<file path="config.mk">
export PLATFORM = sky130hd
export DESIGN_NAME = afifo_rd_prefetch
export DESIGN_NICKNAME = d
export VERILOG_FILES = /design/src/rtl/afifo_rd_prefetch.sv
export SDC_FILE = /design/constraint.sdc
export NUM_CORES = 1
export LEC_CHECK = 0
export ABC_AREA = 1
export CAP_MARGIN = 15
export CORE_UTILIZATION = 31
export DETAILED_ROUTE_END_ITERATION = 8
export SKIP_LAST_GASP = 1
export SLEW_MARGIN = 20
export SYNTH_ARGS = -nofsm -noshare
export SYNTH_HDL_FRONTEND = slang
export SYNTH_SLANG_ARGS = --single-unit
</file>
<file path="constraint.sdc">
create_clock -name rd_clk -period 2.5 [get_ports rd_clk]
set_input_delay 0.625 -clock rd_clk [delete_from_list [all_inputs] [get_ports rd_clk]]
set_output_delay 0.625 -clock rd_clk [all_outputs]
set_load 0.05 [all_outputs]
</file>
<file path="src/rtl/afifo_rd_prefetch.sv">
// afifo_rd_prefetch
// Read-side consumer stage for the async FIFO, running entirely in the read
// clock domain. Words are popped from the FIFO whenever buffer space is free
// and held in a 2-entry registered buffer (head, second). The head word is
// offered downstream on a valid/ready handshake with registered outputs.
//
// Ports:
//   rd_clk     read-domain clock
//   rd_rst     synchronous active-low reset
//   rd_data    FIFO read data, valid while rd_empty=0
//   rd_empty   FIFO empty flag
//   rd_inc     FIFO pop request (combinational from rd_empty and state only)
//   out_data   head-of-buffer word
//   out_valid  out_data holds a valid word
//   out_ready  downstream accepts the word this cycle
//   occupancy  buffered words, 0..2
//   word_cnt   completed transfers, wraps
//   stall_cnt  cycles with out_valid=1 and out_ready=0, saturates
module afifo_rd_prefetch #(
    parameter int DSIZE = 8,
    parameter int CSIZE = 16
) (
    input  logic             rd_clk,
    input  logic             rd_rst,
    input  logic [DSIZE-1:0] rd_data,
    input  logic             rd_empty,
    output logic             rd_inc,
    output logic [DSIZE-1:0] out_data,
    output logic             out_valid,
    input  logic             out_ready,
    output logic [1:0]       occupancy,
    output logic [CSIZE-1:0] word_cnt,
    output logic [CSIZE-1:0] stall_cnt
);

    typedef enum logic [1:0] {
        EMPTY = 2'd0,
        ONE   = 2'd1,
        FULL  = 2'd2
    } state_t;

    state_t           state;
    logic [DSIZE-1:0] head;
    logic [DSIZE-1:0] second;
    logic             push;
    logic             pop;

    // Saturating increment: sticks at all-ones.
    function automatic logic [CSIZE-1:0] sat_inc(input logic [CSIZE-1:0] v);
        return (&v) ? v : v + CSIZE'(1);
    endfunction

    // Pop request deliberately ignores out_ready; a FULL buffer refills one
    // cycle after it drains, which keeps the downstream ready off this path.
    assign rd_inc    = rd_rst & ~rd_empty & (state != FULL);
    assign push      = rd_inc;
    assign pop       = out_valid & out_ready;

    assign out_data  = head;
    assign occupancy = state;

    // Buffer stage: FIFO read port -> head/second registers.
    always_ff @(posedge rd_clk) begin
        if (!rd_rst) begin
            state     <= EMPTY;
            head      <= '0;
            second    <= '0;
            out_valid <= 1'b0;
            word_cnt  <= '0;
            stall_cnt <= '0;
        end else begin
            case (state)
                EMPTY: begin
                    if (push) begin
                        head      <= rd_data;
                        state     <= ONE;
                        out_valid <= 1'b1;
                    end
                end
                ONE: begin
                    if (push && pop) begin
                        head <= rd_data;
                    end else if (push) begin
                        second <= rd_data;
                        state  <= FULL;
                    end else if (pop) begin
                        state     <= EMPTY;
                        out_valid <= 1'b0;
                    end
                end
                FULL: begin
                    if (pop) begin
                        head  <= second;
                        state <= ONE;
                    end
                end
                default: begin
                    state     <= EMPTY;
                    out_valid <= 1'b0;
                end
            endcase

            if (pop)
                word_cnt <= word_cnt + CSIZE'(1);
            if (out_valid && !out_ready)
                stall_cnt <= sat_inc(stall_cnt);
        end
    end

endmodule

</file>
==> flow_summary_export.csv, run 1 <==
group,metric,value,unit
synthesis,synth_cells,370,
finish,antennaDiodeCount,0,
floorplanning,ios,56,
finish,drive_gt1_share,7.93,%
worst_setup_path,crit_type,"reg -> out",
clocking,post_cts.resized_instances,0,
run,max_cap_viol_count,0,
min_path,hp-start,"second[2]$_SDFFE_PN0P_",
global_route,grt_pass1_wl,10400,um
synthesis,synthDominantCellAreaShare,40.9,%
worst_setup_path,cp_data_required_time,1.88,ns
power_and_ir_drop,seq_power_share,45.7,%
synthesis,synthesis.area,2500,um^2
synthesis,yosysWarningCount,0,
worst_setup_path,path_cells,"clkdlybuf4s50_1",
placed_design,place.gp.congestion,0.769,
power_and_ir_drop,power_switching,0.632,mW
clocking,postCtsHoldBufs,0,
power_and_ir_drop,leakage,1.26,nW
timing,worst_slew_margin_rel,51.8,%
power_and_ir_drop,p_int,1.34,mW
drt,route.detailed.drc,0,
synthesis,synth_sequential_area_ratio,40.9,%
global_route,via_count_of_the_first_global_routing_pass,2341,
drt,drt_pass1_iterations,4,
clocking,clock_tree.htree_level_count,2,
placed_design,io_buffers,55,
power_and_ir_drop,irDropWorstVdd,0.333,mV
finish,fillerInstances,838,
worst_setup_path,r2r_start,"occupancy[0]$_SDFFE_PN0P_",
timing,max_clock_freq,435,MHz
clocking,clock-root-buffer,"clkbuf_8",
worst_setup_path,cp_num_buf_inv,1,
timing,min_period_over_period,91.9,%
clocking,clock_latency,0.31,ns
timing,unrepaired_setup_endpoints_after_global_routing,"false",
clocking,cts_num_sinks,51,
power_and_ir_drop,share_clk_of_total_power,30.8,%
synthesis,synth.ff_latch_count,51,
timing,timing.final.max_slew_violations,0,
synthesis,count_of_different_cell_masters_after_synthesis,27,
floorplanning,num_rows,32,
drt,final_antenna_net_count,0,
clocking,tritoncts,"built",
floorplanning,starting_density_of_the_core,32.1,%
timing,worstMarginPinSlew,0.720,ns
drt,wirelength,5900,um
synthesis,post_synth.cell_area_avg,6.75,um^2
power_and_ir_drop,p_comb_share,23.5,%
timing,final.setup.tns,0,ns
finish,final_nets,442,
drt,route.detailed.wl_per_inst,11.1,um
worst_setup_path,max_stage_delay,0.87,ns
clocking,postCtsSetupRepairBufs,0,
synthesis,most_area_hungry_cell_type_in_the_yosys_netlist,"dfxtp_1",
worst_setup_path,critical_path.top_delay_family,"buffers and inverters",
global_route,globalRouteTotalUtil,15.1,%
synthesis,synth_fp_nets,384,
clocking,cts_buffers,5,
worst_setup_path,worstPathMaxFanout,6,
timing,report.final.setup_viol,0,
finish,area.growth.synth_to_final,31.6,%
floorplanning,core-area,7770,um^2
timing,final_critical_delay_including_setup_and_external_delays,2.30,ns
worst_setup_path,worst_path_max_delay_cell,"clkdlybuf4s50_1",
finish,fin_util,42.3,%
power_and_ir_drop,power.share.switching,32.1,%
worst_setup_path,crit_path_start_kind,"flop",
floorplanning,fp.dieH,91.7,um
timing,clock-skew-final,0.0148,ns
floorplanning,die_area,8420,um^2
timing,report.final.hold_viol_count,0,
clocking,clock_path_buffers,2,
drt,avgViaCountPerCell,4.61,
power_and_ir_drop,power.density_cell_area,600,nW/um^2
synthesis,synth_area_leaders,"dfxtp_1, nand2_1, nor2_1, a21oi_1, inv_1",
worst_setup_path,worst_setup_path_end_kind,"output pin",
outcome,outcome,"completed",
global_route,globalRoute.totalOverflow,0,
worst_setup_path,worstSetupStartpoint,"occupancy[0]$_SDFFE_PN0P_",
placed_design,place_hpwl,4320,um
drt,vias,2449,
worst_setup_path,critical_path_arrival,1.67,ns
global_route,pin_count_of_the_biggest_net_entering_global_routing,34,
clocking,clk_pin_slew,0.10,ns
global_route,number_of_antenna_violations_at_the_first_check_in_global_routing,0,
min_path,hold_path_class,"reg -> reg",
power_and_ir_drop,design_power_total,1.97,mW
drt,dr.first_iter.drc_count,55,
floorplanning,die_width,91.7,um
==> power by group through the flow <==
stage | Combinational, mW | Sequential, mW | Clock (mW)
4_1_cts | 0.469 | 0.902 | 0.623
2_1_floorplan | 0.173 | 1.06 | 0
5_1_grt | 0.502 | 0.908 | 0.662
6_report | 0.464 | 0.901 | 0.606
3_5_place_dp | 0.466 | 0.920 | 0
3_3_place_gp | 0.465 | 0.919 | 0
==> cell type report <==
cell class                 instances  area, um^2  area share [%]
clock buffer                       6        82.6            2.51
multi-input combinational        279        1320            40.1
inverter                          34         128            3.88
clock inverter                     2        35.0            1.07
tap                              102         128            3.88
sequential                        51        1020            31.1
timing repair buffer              57         576            17.5
==> cells by family (layout without fill, tap and decap cells) <==
kind of cell | count (synthesis) | in the layout | share of synthesized area [%]
adders and majority gates | 2 | 2 | 1.00
and+or+nand+nor | 213 | 213 | 36.8
xor gates and xnor gates | 7 | 7 | 2.46
AOI/OAI and AO/OA | 57 | 57 | 12.4
buffers and inverters | 40 | 99 | 6.37
DFF | 51 | 51 | 40.9
==> sequential cells by signal, summed over array words and instances (netlist names) <==
name and cells:
stall_cnt 16, word_cnt 16, out_data 8, second 8, occupancy 2, out_valid 1
==> layout by cell type (no fill, tap or decap), types with 2 or more instances in the layout <==
cell             count
nor2_4               4
o21ai_1             12
dfxtp_1             51
nand4_1              8
xnor2_1              2
nand3_2              2
o21ai_0             18
inv_2                5
a21oi_1             24
inv_1               27
nor3_1               5
clkdlybuf4s50_1     54
nor2_1              72
xor2_1               5
nand3_1             14
nand2_1             97
ha_1                 2
clkinv_1             2
clkbuf_8             6
nand2_2              6
buf_4                2
nor2_2               3
==> path summary, 6_finish.rpt <==
check | end | slack, ns | cells past startpoint
max | occupancy[0] | 0.20 | 1
min | second[2]$_SDFFE_PN0P_ | 0.49 | 2
max reg2reg | out_data[7]$_SDFFE_PN0P_ | 0.75 | 6
min reg2reg | second[2]$_SDFFE_PN0P_ | 0.49 | 2
==> through the flow <==
step | std cells | hold slack, ns | setup WS [ns] | cell area (um^2)
global route | 531 | 0.511 | 0.0721 | 3290
finish | 531 | 0.493 | 0.202 | 3290
global placement | 523 | 0.463 | 0.227 | 3170
CTS | 531 | 0.495 | 0.174 | 3290
floorplan | 370 | 0.455 | 0.163 | 2500
detailed placement | 523 | 0.475 | 0.221 | 3170
==> synth_stat cells <==
library cell and n:
a21oi_1 24, a21oi_4 1, buf_2 1, buf_6 1, clkbuf_1 4, clkinv_1 2, dfxtp_1 51, ha_1 2
inv_1 27, inv_2 5, nand2_1 97, nand2_2 6, nand2_4 1, nand3_1 14, nand3_2 2, nand4_1 8
nor2_1 72, nor2_2 3, nor2_4 4, nor3_1 5, nor3b_1 1, o21ai_0 18, o21ai_1 12, o21ai_4 1
o21bai_1 1, xnor2_1 2, xor2_1 5
==> metal layers <==
metal,GRT usage (%),share of wire [%],wire [um]
met1,19.2,49,2900
met2,25.6,44,2600
met3,3.32,5.2,308
met4,4.04,1.4,84
met5,0,0,0
(Power assumes the default switching activity.)
==> inputs of run 2 (changes only) <==
Settings changed: CAP_MARGIN 15 to 20.
==> results of run 2 <==
No change in the layout: final DEF, timing and power equal those of run 1.
==> inputs of run 3 (changes only) <==
Settings changed: MAX_ROUTING_LAYER from default to met4.
==> run 3 against run 2 <==
Clock-buffer cell count stayed put. Register-to-register slack about the same. Non-clock buffer count is the same. Combinational power hardly changed. First-iteration DRC count unchanged. Critical path type unchanged. Die area stayed put. Fmax hardly changed. Sequential share of layout area unchanged. Critical path depth did not move. Clock power about the same. Cell count unchanged. Sequential power barely moved.
==> flow_summary_export.csv, run 3 (same netlist as run 1, synthesis figures left out) <==
group,metric,value,unit
timing,worst_slew_margin_rel,51.8,%
timing,unrepaired_setup_endpoints_after_global_routing,"false",
clocking,clock_tree.htree_level_count,2,
floorplanning,num_rows,32,
floorplanning,ios,56,
timing,clock-skew-final,0.0144,ns
clocking,postCtsSetupRepairBufs,0,
placed_design,place_hpwl,4320,um
placed_design,io_buffers,55,
timing,final_critical_delay_including_setup_and_external_delays,2.30,ns
floorplanning,die_area,8420,um^2
timing,min_period_over_period,91.9,%
worst_setup_path,worst_setup_path_end_kind,"output pin",
finish,drive_gt1_share,7.93,%
finish,layout.cells.most_common_list,"nand2_1, nor2_1, clkdlybuf4s50_1",
clocking,clock_path_buffers,2,
global_route,via_count_of_the_first_global_routing_pass,2341,
floorplanning,starting_density_of_the_core,32.1,%
finish,mostFrequentLayoutCell,"nand2_1",
run,max_cap_viol_count,0,
power_and_ir_drop,irDropWorstVdd,0.333,mV
drt,vias,2447,
global_route,number_of_antenna_violations_at_the_first_check_in_global_routing,0,
floorplanning,die_width,91.7,um
placed_design,place.gp.congestion,0.779,
timing,worstMarginPinSlew,0.720,ns
finish,antennaDiodeCount,0,
clocking,cts_buffers,5,
drt,route.detailed.wl_per_inst,11.1,um
worst_setup_path,crit_path_start_kind,"flop",
clocking,clk_pin_slew,0.10,ns
drt,route.detailed.drc,0,
outcome,outcome,"completed",
drt,wirelength,5910,um
global_route,globalRoute.totalOverflow,0,
finish,final_nets,442,
floorplanning,fp.dieH,91.7,um
timing,max_clock_freq,435,MHz
timing,report.final.hold_viol_count,0,
finish,biggestRegsByFlops,"stall_cnt (16), word_cnt (16)",
clocking,cts_num_sinks,51,
global_route,globalRouteTotalUtil,15.5,%
timing,final.setup.tns,0,ns
clocking,clock_latency,0.31,ns
worst_setup_path,path_cells,"clkdlybuf4s50_1",
global_route,pin_count_of_the_biggest_net_entering_global_routing,34,
drt,avgViaCountPerCell,4.61,
drt,drt_pass1_iterations,7,
min_path,hold_path_class,"reg -> reg",
floorplanning,core-area,7770,um^2
worst_setup_path,cp_data_required_time,1.88,ns
worst_setup_path,max_stage_delay,0.87,ns
clocking,tritoncts,"built",
worst_setup_path,worst_path_max_delay_cell,"clkdlybuf4s50_1",
power_and_ir_drop,power.density_cell_area,600,nW/um^2
worst_setup_path,cp_num_buf_inv,1,
power_and_ir_drop,leakage,1.26,nW
drt,final_antenna_net_count,0,
clocking,clock-root-buffer,"clkbuf_8",
clocking,postCtsHoldBufs,0,
timing,report.final.setup_viol,0,
clocking,post_cts.resized_instances,0,
worst_setup_path,critical_path.top_delay_family,"buffers and inverters",
worst_setup_path,critical_path_arrival,1.67,ns
drt,dr.first_iter.drc_count,55,
worst_setup_path,crit_type,"reg -> out",
timing,timing.final.max_slew_violations,0,
finish,area.growth.synth_to_final,31.6,%
worst_setup_path,r2r_slack,0.75,ns
timing,fin_worst_hold_slack,0.493,ns
worst_setup_path,worstPathMaxFanout,6,
global_route,grt_pass1_wl,10400,um
## run 3: stage by stage
stage               std cells  worst slack [ns]  area [um^2]  util (%)  total power [mW]
global route              531            0.0721         3290      42.3              2.07
finish                    531             0.203         3290      42.3              1.97
global placement          523             0.227         3170      40.8              1.38
CTS                       531             0.174         3290      42.3              1.99
detailed placement        523             0.221         3170      40.8              1.39
floorplan                 370             0.163         2500         -              1.23
## run 3: area by class of cell
cell class	count	area, um^2
tap	102	128
clock inverter	2	35.0
sequential	51	1020
clock buffer	6	82.6
fill	838	4480
inverter	34	128
multi-input combinational	279	1320
timing repair buffer	57	576
## run 3: path summary, 6_finish.rpt
path,startpoint,endpoint,cells after the start
min reg2reg,second[2]$_SDFFE_PN0P_,second[2]$_SDFFE_PN0P_,2
max reg2reg,occupancy[0]$_SDFFE_PN0P_,out_data[7]$_SDFFE_PN0P_,6
min,second[2]$_SDFFE_PN0P_,second[2]$_SDFFE_PN0P_,2
max,occupancy[0]$_SDFFE_PN0P_,occupancy[0],1
## run 3: power by group
part           total (mW)  switching, mW  leakage [nW]  internal (mW)
combinational       0.464          0.312         0.789          0.151
clock               0.605          0.281        0.0612          0.325
sequential          0.901         0.0383         0.414          0.863
## run 3: metal layers
metal | wire, um | vias to the layer above | GRT usage [%]
met2 | 2640 | 58 | 25.6
li1 | - | 1298 | -
met1 | 2950 | 1085 | 19.3
met3 | 258 | 6 | 3.15
met4 | 64 | 0 | 4.04
met5 | 0 | - | -
